==> src/rtl/router_out_arbiter_if.sv <==
// Link between the router's three output FIFOs, the arbiter and the downstream byte sink.
// The master side is the arbiter; the slave side is the FIFO/sink environment.
interface router_out_arbiter_if;
  logic       empty_0;
  logic       empty_1;
  logic       empty_2;
  logic [7:0] data_out_0;
  logic [7:0] data_out_1;
  logic [7:0] data_out_2;
  logic       out_ready;
  logic       read_enb_0;
  logic       read_enb_1;
  logic       read_enb_2;
  logic       soft_reset_0;
  logic       soft_reset_1;
  logic       soft_reset_2;
  logic [7:0] out_data;
  logic       out_valid;
  logic       out_sop;
  logic       out_eop;
  logic [1:0] grant;
  logic       busy;

  modport master (
    input  empty_0, empty_1, empty_2,
    input  data_out_0, data_out_1, data_out_2,
    input  out_ready,
    output read_enb_0, read_enb_1, read_enb_2,
    output soft_reset_0, soft_reset_1, soft_reset_2,
    output out_data, out_valid, out_sop, out_eop,
    output grant, busy
  );

  modport slave (
    output empty_0, empty_1, empty_2,
    output data_out_0, data_out_1, data_out_2,
    output out_ready,
    input  read_enb_0, read_enb_1, read_enb_2,
    input  soft_reset_0, soft_reset_1, soft_reset_2,
    input  out_data, out_valid, out_sop, out_eop,
    input  grant, busy
  );
endinterface

==> src/rtl/router_out_arbiter.sv <==
// Packet-granular round-robin arbiter: serves one of three output FIFOs at a time,
// fetching each byte (FETCH -> CAPTURE -> SEND) and offering it downstream with
// valid/ready. A downstream stall of TIMEOUT cycles drops the packet and pulses
// the served port's soft reset.
module router_out_arbiter #(
  parameter int unsigned TIMEOUT = 30
) (
  input logic                  clock,
  input logic                  reset,
  router_out_arbiter_if.master bus
);

  typedef enum logic [1:0] {IDLE, FETCH, CAPTURE, SEND} state_t;

  state_t     state;
  state_t     state_nxt;
  logic [1:0] grant_q;
  logic [1:0] ptr_q;
  logic       first_q;
  logic [6:0] left_q;
  logic [7:0] hold_q;
  logic [7:0] stall_cnt_q;
  logic [2:0] soft_reset_q;

  logic [2:0] empty_vec;
  logic [2:0] eligible;
  logic [7:0] data_sel;
  logic       empty_sel;
  logic [1:0] cand0;
  logic [1:0] cand1;
  logic [1:0] cand2;
  logic [1:0] pick;
  logic       pick_valid;
  logic       eop;
  logic       timeout_hit;
  logic [2:0] read_vec;

  function automatic logic [1:0] next_port(input logic [1:0] p);
    return (p >= 2'd2) ? 2'd0 : p + 2'd1;
  endfunction

  assign empty_vec   = {bus.empty_2, bus.empty_1, bus.empty_0};
  // A port being soft-reset this cycle is not offered a new grant.
  assign eligible    = ~empty_vec & ~soft_reset_q;
  assign eop         = !first_q && (left_q == 7'd0);
  assign timeout_hit = !bus.out_ready && (stall_cnt_q == 8'(TIMEOUT - 1));

  // Select the granted FIFO's read data and empty flag.
  always_comb begin
    // NOTE: every combinational output gets a default first so no path infers a latch.
    data_sel  = bus.data_out_0;
    empty_sel = bus.empty_0;
    case (grant_q)
      2'd1: begin
        data_sel  = bus.data_out_1;
        empty_sel = bus.empty_1;
      end
      2'd2: begin
        data_sel  = bus.data_out_2;
        empty_sel = bus.empty_2;
      end
      default: ;
    endcase
  end

  // Round-robin search: first eligible port after the last one served, with wrap.
  always_comb begin
    cand0      = next_port(ptr_q);
    cand1      = next_port(cand0);
    cand2      = next_port(cand1);
    pick       = cand0;
    pick_valid = 1'b1;
    if (eligible[cand0])      pick = cand0;
    else if (eligible[cand1]) pick = cand1;
    else if (eligible[cand2]) pick = cand2;
    else                      pick_valid = 1'b0;
  end

  // State register.
  always_ff @(posedge clock) begin
    // NOTE: sequential state uses non-blocking assignments so all flops update together.
    if (reset) state <= IDLE;
    else       state <= state_nxt;
  end

  // Next-state logic.
  always_comb begin
    state_nxt = state;
    case (state)
      IDLE:    if (pick_valid) state_nxt = FETCH;
      FETCH:   if (!empty_sel) state_nxt = CAPTURE;
      CAPTURE: state_nxt = SEND;
      SEND: begin
        if (bus.out_ready) state_nxt = eop ? IDLE : FETCH;
        else if (timeout_hit) state_nxt = IDLE;
      end
      default: state_nxt = IDLE;
    endcase
  end

  // Grant, byte holding, length tracking, stall counting and soft-reset pulse.
  always_ff @(posedge clock) begin
    if (reset) begin
      grant_q      <= 2'd0;
      ptr_q        <= 2'd2;
      first_q      <= 1'b0;
      left_q       <= 7'd0;
      hold_q       <= 8'd0;
      stall_cnt_q  <= 8'd0;
      soft_reset_q <= 3'b000;
    end else begin
      soft_reset_q <= 3'b000;
      case (state)
        IDLE: begin
          if (pick_valid) begin
            grant_q <= pick;
            first_q <= 1'b1;
          end
        end
        CAPTURE: begin
          hold_q      <= data_sel;
          // Header carries len in [7:2]; bytes after it are len payload + 1 parity.
          left_q      <= first_q ? ({1'b0, data_sel[7:2]} + 7'd1) : (left_q - 7'd1);
          stall_cnt_q <= 8'd0;
        end
        SEND: begin
          if (bus.out_ready) begin
            first_q     <= 1'b0;
            stall_cnt_q <= 8'd0;
            if (eop) ptr_q <= grant_q;
          end else if (timeout_hit) begin
            ptr_q                 <= grant_q;
            soft_reset_q[grant_q] <= 1'b1;
            stall_cnt_q           <= 8'd0;
          end else begin
            stall_cnt_q <= stall_cnt_q + 8'd1;
          end
        end
        default: ;
      endcase
    end
  end

  // Outputs decoded from the current state.
  always_comb begin
    read_vec = 3'b000;
    if (state == FETCH && !empty_sel) read_vec = 3'b001 << grant_q;
  end

  assign bus.read_enb_0   = read_vec[0];
  assign bus.read_enb_1   = read_vec[1];
  assign bus.read_enb_2   = read_vec[2];
  assign bus.soft_reset_0 = soft_reset_q[0];
  assign bus.soft_reset_1 = soft_reset_q[1];
  assign bus.soft_reset_2 = soft_reset_q[2];
  assign bus.out_valid    = (state == SEND);
  assign bus.out_data     = (state == SEND) ? hold_q : 8'd0;
  assign bus.out_sop      = (state == SEND) && first_q;
  assign bus.out_eop      = (state == SEND) && eop;
  assign bus.grant        = grant_q;
  assign bus.busy         = (state != IDLE);

endmodule
==> src/flat_wrapper.sv <==
// flat-port wrapper written by rule: the top's interface ports become plain ports
module router_out_arbiter_flat 
#(
  parameter int unsigned TIMEOUT = 30
)
  (clock, reset, bus_empty_0, bus_empty_1, bus_empty_2, bus_data_out_0, bus_data_out_1, bus_data_out_2, bus_out_ready, bus_read_enb_0, bus_read_enb_1, bus_read_enb_2, bus_soft_reset_0, bus_soft_reset_1, bus_soft_reset_2, bus_out_data, bus_out_valid, bus_out_sop, bus_out_eop, bus_grant, bus_busy);
  router_out_arbiter_if bus_i ();
  input logic clock;
  input logic reset;
  input wire logic [$bits(bus_i.empty_0)-1:0] bus_empty_0;
  input wire logic [$bits(bus_i.empty_1)-1:0] bus_empty_1;
  input wire logic [$bits(bus_i.empty_2)-1:0] bus_empty_2;
  input wire logic [$bits(bus_i.data_out_0)-1:0] bus_data_out_0;
  input wire logic [$bits(bus_i.data_out_1)-1:0] bus_data_out_1;
  input wire logic [$bits(bus_i.data_out_2)-1:0] bus_data_out_2;
  input wire logic [$bits(bus_i.out_ready)-1:0] bus_out_ready;
  output wire logic [$bits(bus_i.read_enb_0)-1:0] bus_read_enb_0;
  output wire logic [$bits(bus_i.read_enb_1)-1:0] bus_read_enb_1;
  output wire logic [$bits(bus_i.read_enb_2)-1:0] bus_read_enb_2;
  output wire logic [$bits(bus_i.soft_reset_0)-1:0] bus_soft_reset_0;
  output wire logic [$bits(bus_i.soft_reset_1)-1:0] bus_soft_reset_1;
  output wire logic [$bits(bus_i.soft_reset_2)-1:0] bus_soft_reset_2;
  output wire logic [$bits(bus_i.out_data)-1:0] bus_out_data;
  output wire logic [$bits(bus_i.out_valid)-1:0] bus_out_valid;
  output wire logic [$bits(bus_i.out_sop)-1:0] bus_out_sop;
  output wire logic [$bits(bus_i.out_eop)-1:0] bus_out_eop;
  output wire logic [$bits(bus_i.grant)-1:0] bus_grant;
  output wire logic [$bits(bus_i.busy)-1:0] bus_busy;
  assign bus_i.empty_0 = bus_empty_0;
  assign bus_i.empty_1 = bus_empty_1;
  assign bus_i.empty_2 = bus_empty_2;
  assign bus_i.data_out_0 = bus_data_out_0;
  assign bus_i.data_out_1 = bus_data_out_1;
  assign bus_i.data_out_2 = bus_data_out_2;
  assign bus_i.out_ready = bus_out_ready;
  assign bus_read_enb_0 = bus_i.read_enb_0;
  assign bus_read_enb_1 = bus_i.read_enb_1;
  assign bus_read_enb_2 = bus_i.read_enb_2;
  assign bus_soft_reset_0 = bus_i.soft_reset_0;
  assign bus_soft_reset_1 = bus_i.soft_reset_1;
  assign bus_soft_reset_2 = bus_i.soft_reset_2;
  assign bus_out_data = bus_i.out_data;
  assign bus_out_valid = bus_i.out_valid;
  assign bus_out_sop = bus_i.out_sop;
  assign bus_out_eop = bus_i.out_eop;
  assign bus_grant = bus_i.grant;
  assign bus_busy = bus_i.busy;
  router_out_arbiter #(.TIMEOUT(TIMEOUT)) u_core (.clock(clock), .reset(reset), .bus(bus_i));
endmodule
==> config.mk <==
export PLATFORM = sky130hd
export DESIGN_NAME = router_out_arbiter_flat
export DESIGN_NICKNAME = d
export VERILOG_FILES = /design/src/rtl/router_out_arbiter_if.sv /design/src/rtl/router_out_arbiter.sv /design/src/flat_wrapper.sv
export SDC_FILE = /design/constraint.sdc
export NUM_CORES = 1
export LEC_CHECK = 0
export BUFFER_PORTS_ARGS = -buffer_cell sky130_fd_sc_hd__buf_2
export CAP_MARGIN = 30
export CELL_PAD_IN_SITES_DETAIL_PLACEMENT = 0
export CELL_PAD_IN_SITES_GLOBAL_PLACEMENT = 1
export CORE_UTILIZATION = 41
export CTS_BUF_LIST = sky130_fd_sc_hd__clkbuf_4 sky130_fd_sc_hd__clkbuf_8
export CTS_CLUSTER_SIZE = 20
export DETAILED_ROUTE_END_ITERATION = 16
export PLACE_DENSITY = 0.81
export SYNTH_ARGS = -nofsm -noshare
export SYNTH_HDL_FRONTEND = slang
export SYNTH_SLANG_ARGS = --single-unit
==> constraint.sdc <==
create_clock -name clock -period 3.2 [get_ports clock]
set_clock_uncertainty 0.15 [all_clocks]
set_input_delay 0.64 -clock clock [delete_from_list [all_inputs] [get_ports clock]]
set_output_delay 0.64 -clock clock [all_outputs]
set_load 0.01 [all_outputs]
# Word level (Yosys, flattened, before mapping)
# Cells that the tools add are included.
# Widths: inputs -> output; s select.
dict set report classes {
  add_sub_neg 6
  order_cmp 8
  n_eq_ne 11
  shift 1
  muxes 37
  bitwise_logic 5
  reduce_logical 20
}
# operator count
set ops {}
lappend ops {{$pmux 8 s2} 2}
lappend ops {{$mux 2} 13}
lappend ops {{$mux 8} 3}
lappend ops {{$lt 2x3->1 const B} 4}
lappend ops {{$mux 1} 10}
lappend ops {{$reduce_and 3->1} 3}
lappend ops {{$add 8x1->8 const B} 1}
lappend ops {{$eq 8x5->1 const B} 1}
lappend ops {{$pmux 2 s4} 1}
lappend ops {{$reduce_bool 2->1} 4}
lappend ops {{$add 6x1->7 const B} 1}
lappend ops {{$logic_not 7->1} 1}
lappend ops {{$mux 7} 1}
lappend ops {{$sub 7x1->7 const B} 1}
lappend ops {{$add 2x1->2 const B} 3}
lappend ops {{$bmux 1 s2} 3}
lappend ops {{$eq 2x2->1 const B} 3}
lappend ops {{$ge 2x2->1 const B} 3}
lappend ops {{$logic_and 1x1->1} 6}
lappend ops {{$not 3->3} 2}
lappend ops {{$eq 2x1->1 const B} 2}
lappend ops {{$ne 2x1->1 const B} 2}
lappend ops {{$ne 2x2->1 const B} 2}
lappend ops {{$pmux 1 s2} 2}
lappend ops {{11 further kinds} 14}
dict set report totals {
  reg_bits 33
  in_bits 30
  out_inout_bits 20
}

# Depth between registers and ports, before layout
dict set report logic_depth {
  ltp_word 13
  depth_mapped 10
}

# Worst setup path after synthesis
# Ideal clock, no wire load.
dict set report synth_timing {
  path_kind {reg-to-reg}
  start {register u_core.grant_q[0], in the netlist u_core.bus.grant[0]}
  end {register u_core.left_q[6]}
  t_arrival_ps 2010
  slack_ps 969
  path_stages_with_launch 10
  path_buffers 1
  period_less_slack_ps 2231
  path_cell_list {dfxtp_1 > inv_1 > ha_1 > buf_2 > nor2_1 > a21oi_1 > ha_1 > nand2_1 > or3b_1 > a21oi_1}
}
dict set report synth_between {
  elab_chain_len 4
  word_cells_on_any_way 5
}
# item line_no
set synth_rtl {}
lappend synth_rtl {{start, declared} router_out_arbiter.sv:17} ;# logic [1:0] grant_q;
lappend synth_rtl {{start signal, assigned} router_out_arbiter.sv:116} ;# grant_q <= pick;
lappend synth_rtl {{$eq 2x2->1 or $eq 2x1->1 (tied branches)} router_out_arbiter.sv:53} ;# case (grant_q)
lappend synth_rtl {{$pmux 8 s2 *} router_out_arbiter.sv:53}
lappend synth_rtl {{via u_core.data_sel[2]} router_out_arbiter.sv:27} ;# logic [7:0] data_sel;
lappend synth_rtl {{$add 6x1->7 *} router_out_arbiter.sv:123} ;# left_q <= first_q ? ({1'b0, data_sel[7:2]} + 7'd1) : (left_q - 7'd1);
lappend synth_rtl {{$mux 7 *} router_out_arbiter.sv:123}
lappend synth_rtl {{end signal, assigned} router_out_arbiter.sv:123}
lappend synth_rtl {{end, declared} router_out_arbiter.sv:20} ;# logic [6:0] left_q;
# Mark *: on every way through the listed nets, which the timed path passes. The rest lies on a longest branch.
# A chain may end at the register's enable or synchronous reset.

# Worst setup path in the final report
dict set report layout_timing {
  start {register u_core.grant_q[0], in the netlist u_core.bus.grant[0]}
  end {output bus_read_enb_0}
}
dict set report layout_between {
  elab_chain_len 5
  word_cells_on_any_way 7
}
# item line_no
set layout_rtl {}
lappend layout_rtl {{$eq 2x2->1 or $eq 2x1->1 (tied branches)} router_out_arbiter.sv:53}
lappend layout_rtl {{$pmux 1 s2} router_out_arbiter.sv:53}
lappend layout_rtl {{$logic_not 1->1} n/a}
lappend layout_rtl {{$logic_and 1x1->1} router_out_arbiter.sv:147} ;# if (state == FETCH && !empty_sel) read_vec = 3'b001 << grant_q;
lappend layout_rtl {{$mux 3 *} router_out_arbiter.sv:147}
lappend layout_rtl {{end, declared} flat_wrapper.sv:17} ;# output wire logic [$bits(bus_i.read_enb_0)-1:0] bus_read_enb_0;
# Every way passes the cells marked *; elsewhere a longest branch is shown, timed or not.

==> reports/results.tsv <==
metric	value	unit
p_leak	1.029	nW
ioPinCount	50	
drc	0	
post_synth_instance_area	2059	um2
cts-root-buf	clkbuf_8	
worstSetupPathType	flip-flop to output pin	
place_ws	0.5482	ns
hpwlAfterDp	3712	um
worstMarginPinSlew	0.6001	ns
cts_max_level	2	
cpMaxStageDelayCell	ha_1	
wl_per_cell	13.46	um
synth-edff-count	0	
async_flop_share	0	%
synth-main-ff-cell	dfxtp_1	
die_h	72.88	um
antenna_left	0	
dieArea	5311	um2
postCtsSetupBuffers	0	
synth_top_area_share	32.08	%
cts_tree	done	
routed_wl	4980	um
seq_area_frac_synth	32.08	%
critPathMaxStageDelay	0.67	ns
cts_resized	0	
finalMaxSlewViolations	0	
synthCells	256	
nNetsFinal	344	
r2r_setup_slack	0.56	ns
clk_latency	0.29	ns
worstPathArrival	2.07	ns
cts_hold_buf	0	
yosys-top-cells-area	dfxtp_1, nor2_1, ha_1	
p_sw	0.7085	mW
vias_per_cell	5.314	
intPower	1.011	mW
peakVddDrop	0.0004726	V
drt_iter0_markers	84	
slew_headroom	60.00	%
layout_setup_ws	0.3439	ns
core-area	4786	um2
postSynthAreaPerCell	8.045	um2
outcome	complete, no violations	
finalCritPeriodShare	89.25	%
yosysUniqueCellTypes	47	
cp_max_fo	20	
vias	1966	
ys_seq_elements	33	
grt.total_usage	20.23	%
maxClockFrequency	350.1	MHz
syn_nets	298	
cp-start-kind	flip-flop	
antenna_found_initial	0	
cp-end-kind	output pin	
clk_pin_slew	0.07	ns
drive_gt1_share	23.10	%
drv_cap	0	
place_congestion	0.8298	
tns	0	ns
yosys.area.top_type	dfxtp_1	
dr.pass1.iters	4	
clk_path_buf_depth	2	
rows	25	
seqPwrFrac	32.1	%
initial_utilization	43.03	%
cts_made_buffers	5	
path_buf_inv	2	
num_antenna_cells	0	
grt_setup_unrepaired	false	
die_x	72.88	um
p_per_area	702.4	nW/um2
syn_to_final_growth	18.83	%
fin_crit	2.856	ns
combPwrFrac	47.6	%
crit_required	2.41	ns
finalHoldViolCount	0	
grt_pass1_vias	1779	
clkPwrFrac	20.3	%
grt_max_degree	32	
cp_cell_sequence	inv_1, ha_1, nor2_1, a21o_1, and3_1, buf_2	
setup_viol	0	
io_buffers	49	
min_path_type	flip-flop to flip-flop	
grt_pass1_wl	8280	um
crit_family	adder cells	
grt-ovfl-total	0	
ys_warn_count	0	
swShare	41.22	%
clock_sinks	33	
==> per-layer routing <==
| metal | share of wire (%) | routed length (um) | track usage (%) |
|---|---|---|---|
| met2 | 46 | 2290 | 32.92 |
| met4 | 1.7 | 87 | 7.843 |
| met3 | 3.7 | 182 | 4.834 |
| met1 | 49 | 2419 | 25.87 |
| met5 | 0 | 0 | 0 |
==> cell type report <==
type,instances,area [um2]
Clock buffer,7,96.34
Clock inverter,1,5.005
Fill cell,496,2338
Inverter,11,41.29
Multi-Input combinational cell,199,1292
Sequential cell,33,660.6
Tap cell,67,83.83
Timing Repair Buffer,52,267.8
==> cell families after synthesis <==
kind of cell / after synthesis / share of synthesized area [%]
simple gates: 101 / 24.42
mux: 9 / 4.435
buf+inv: 24 / 5.164
xor+xnor: 2 / 0.8507
flops: 33 / 32.08
compound gates: 75 / 25.76
fa+ha+maj: 12 / 7.290
==> layout by cell type, fill, tap and decap left out, types with 2 or more instances in the layout <==
cell type	synthesis	final
a22oi_1	10	10
a21o_1	3	3
mux2i_1	8	8
o21ai_0	10	10
nand2_1	10	10
inv_1	11	11
and2_1	11	11
a21oi_2	3	3
nand3b_1	2	2
and3_1	5	5
buf_2	4	49
clkbuf_8	0	7
nand3_1	8	8
dfxtp_1	33	33
a41oi_1	4	4
nand2b_1	3	3
nor3_1	5	5
ha_1	12	12
buf_4	1	3
nor2_1	46	46
nor3b_1	2	2
a211oi_1	7	7
or3_1	2	2
a311oi_1	5	5
a31oi_1	6	6
a21oi_1	18	18
==> worst min-delay path, delay by kind of cell, from the launching register on <==
family	cells	cell delay, ns
compound gates	1	0.06
flops	1	0.32
simple gates	1	0.07
==> synth_stat cells (2+ instances only) <==
cell type,count
nor2_1,46
dfxtp_1,33
a21oi_1,18
ha_1,12
and2_1,11
inv_1,11
a22oi_1,10
nand2_1,10
o21ai_0,10
mux2i_1,8
nand3_1,8
a211oi_1,7
a31oi_1,6
a311oi_1,5
and3_1,5
nor3_1,5
a41oi_1,4
buf_2,4
clkbuf_1,4
a21o_1,3
a21oi_2,3
buf_1,3
nand2b_1,3
nand3b_1,2
nor3b_1,2
or3_1,2
==> worst paths after layout <==
check,start,to,cells past startpoint
max reg2reg,u_core.bus.grant[0],u_core.left_q[6],8
max,u_core.bus.grant[0],bus_read_enb_0,6
min,u_core.hold_q[1],u_core.hold_q[1],2
min reg2reg,u_core.hold_q[1],u_core.hold_q[1],2
==> power by group through the flow <==
| stage | combinational (mW) | clock (mW) | sequential, mW |
|---|---|---|---|
| 5_1_grt | 0.924 | 0.380 | 0.562 |
| 3_3_place_gp | 0.816 | 0 | 0.558 |
| 3_5_place_dp | 0.824 | 0 | 0.559 |
| 6_report | 0.819 | 0.349 | 0.551 |
| 2_1_floorplan | 0.646 | 0 | 0.537 |
| 4_1_cts | 0.827 | 0.357 | 0.550 |
==> registers in the layout, indices dropped and copies added (netlist names) <==
signal,cells
u_core.bus.grant,2
u_core.first_q,1
u_core.hold_q,8
u_core.left_q,7
u_core.ptr_q,2
u_core.soft_reset_q,3
u_core.stall_cnt_q,8
u_core.state,2
==> stage by stage <==
step	hold slack, ns	std cells	utilization [%]	power, mW	instance area [um2]
finish	0.3294	370	51.14	1.719	2447
global route	0.3506	370	51.14	1.866	2447
floorplan	0.2933	256	-	1.184	2059
CTS	0.3297	370	51.14	1.735	2447
detailed placement	0.3151	362	49.02	1.383	2346
global placement	0.3088	362	49.02	1.374	2346
No activity file was read; power rests on OpenSTA's default activity.
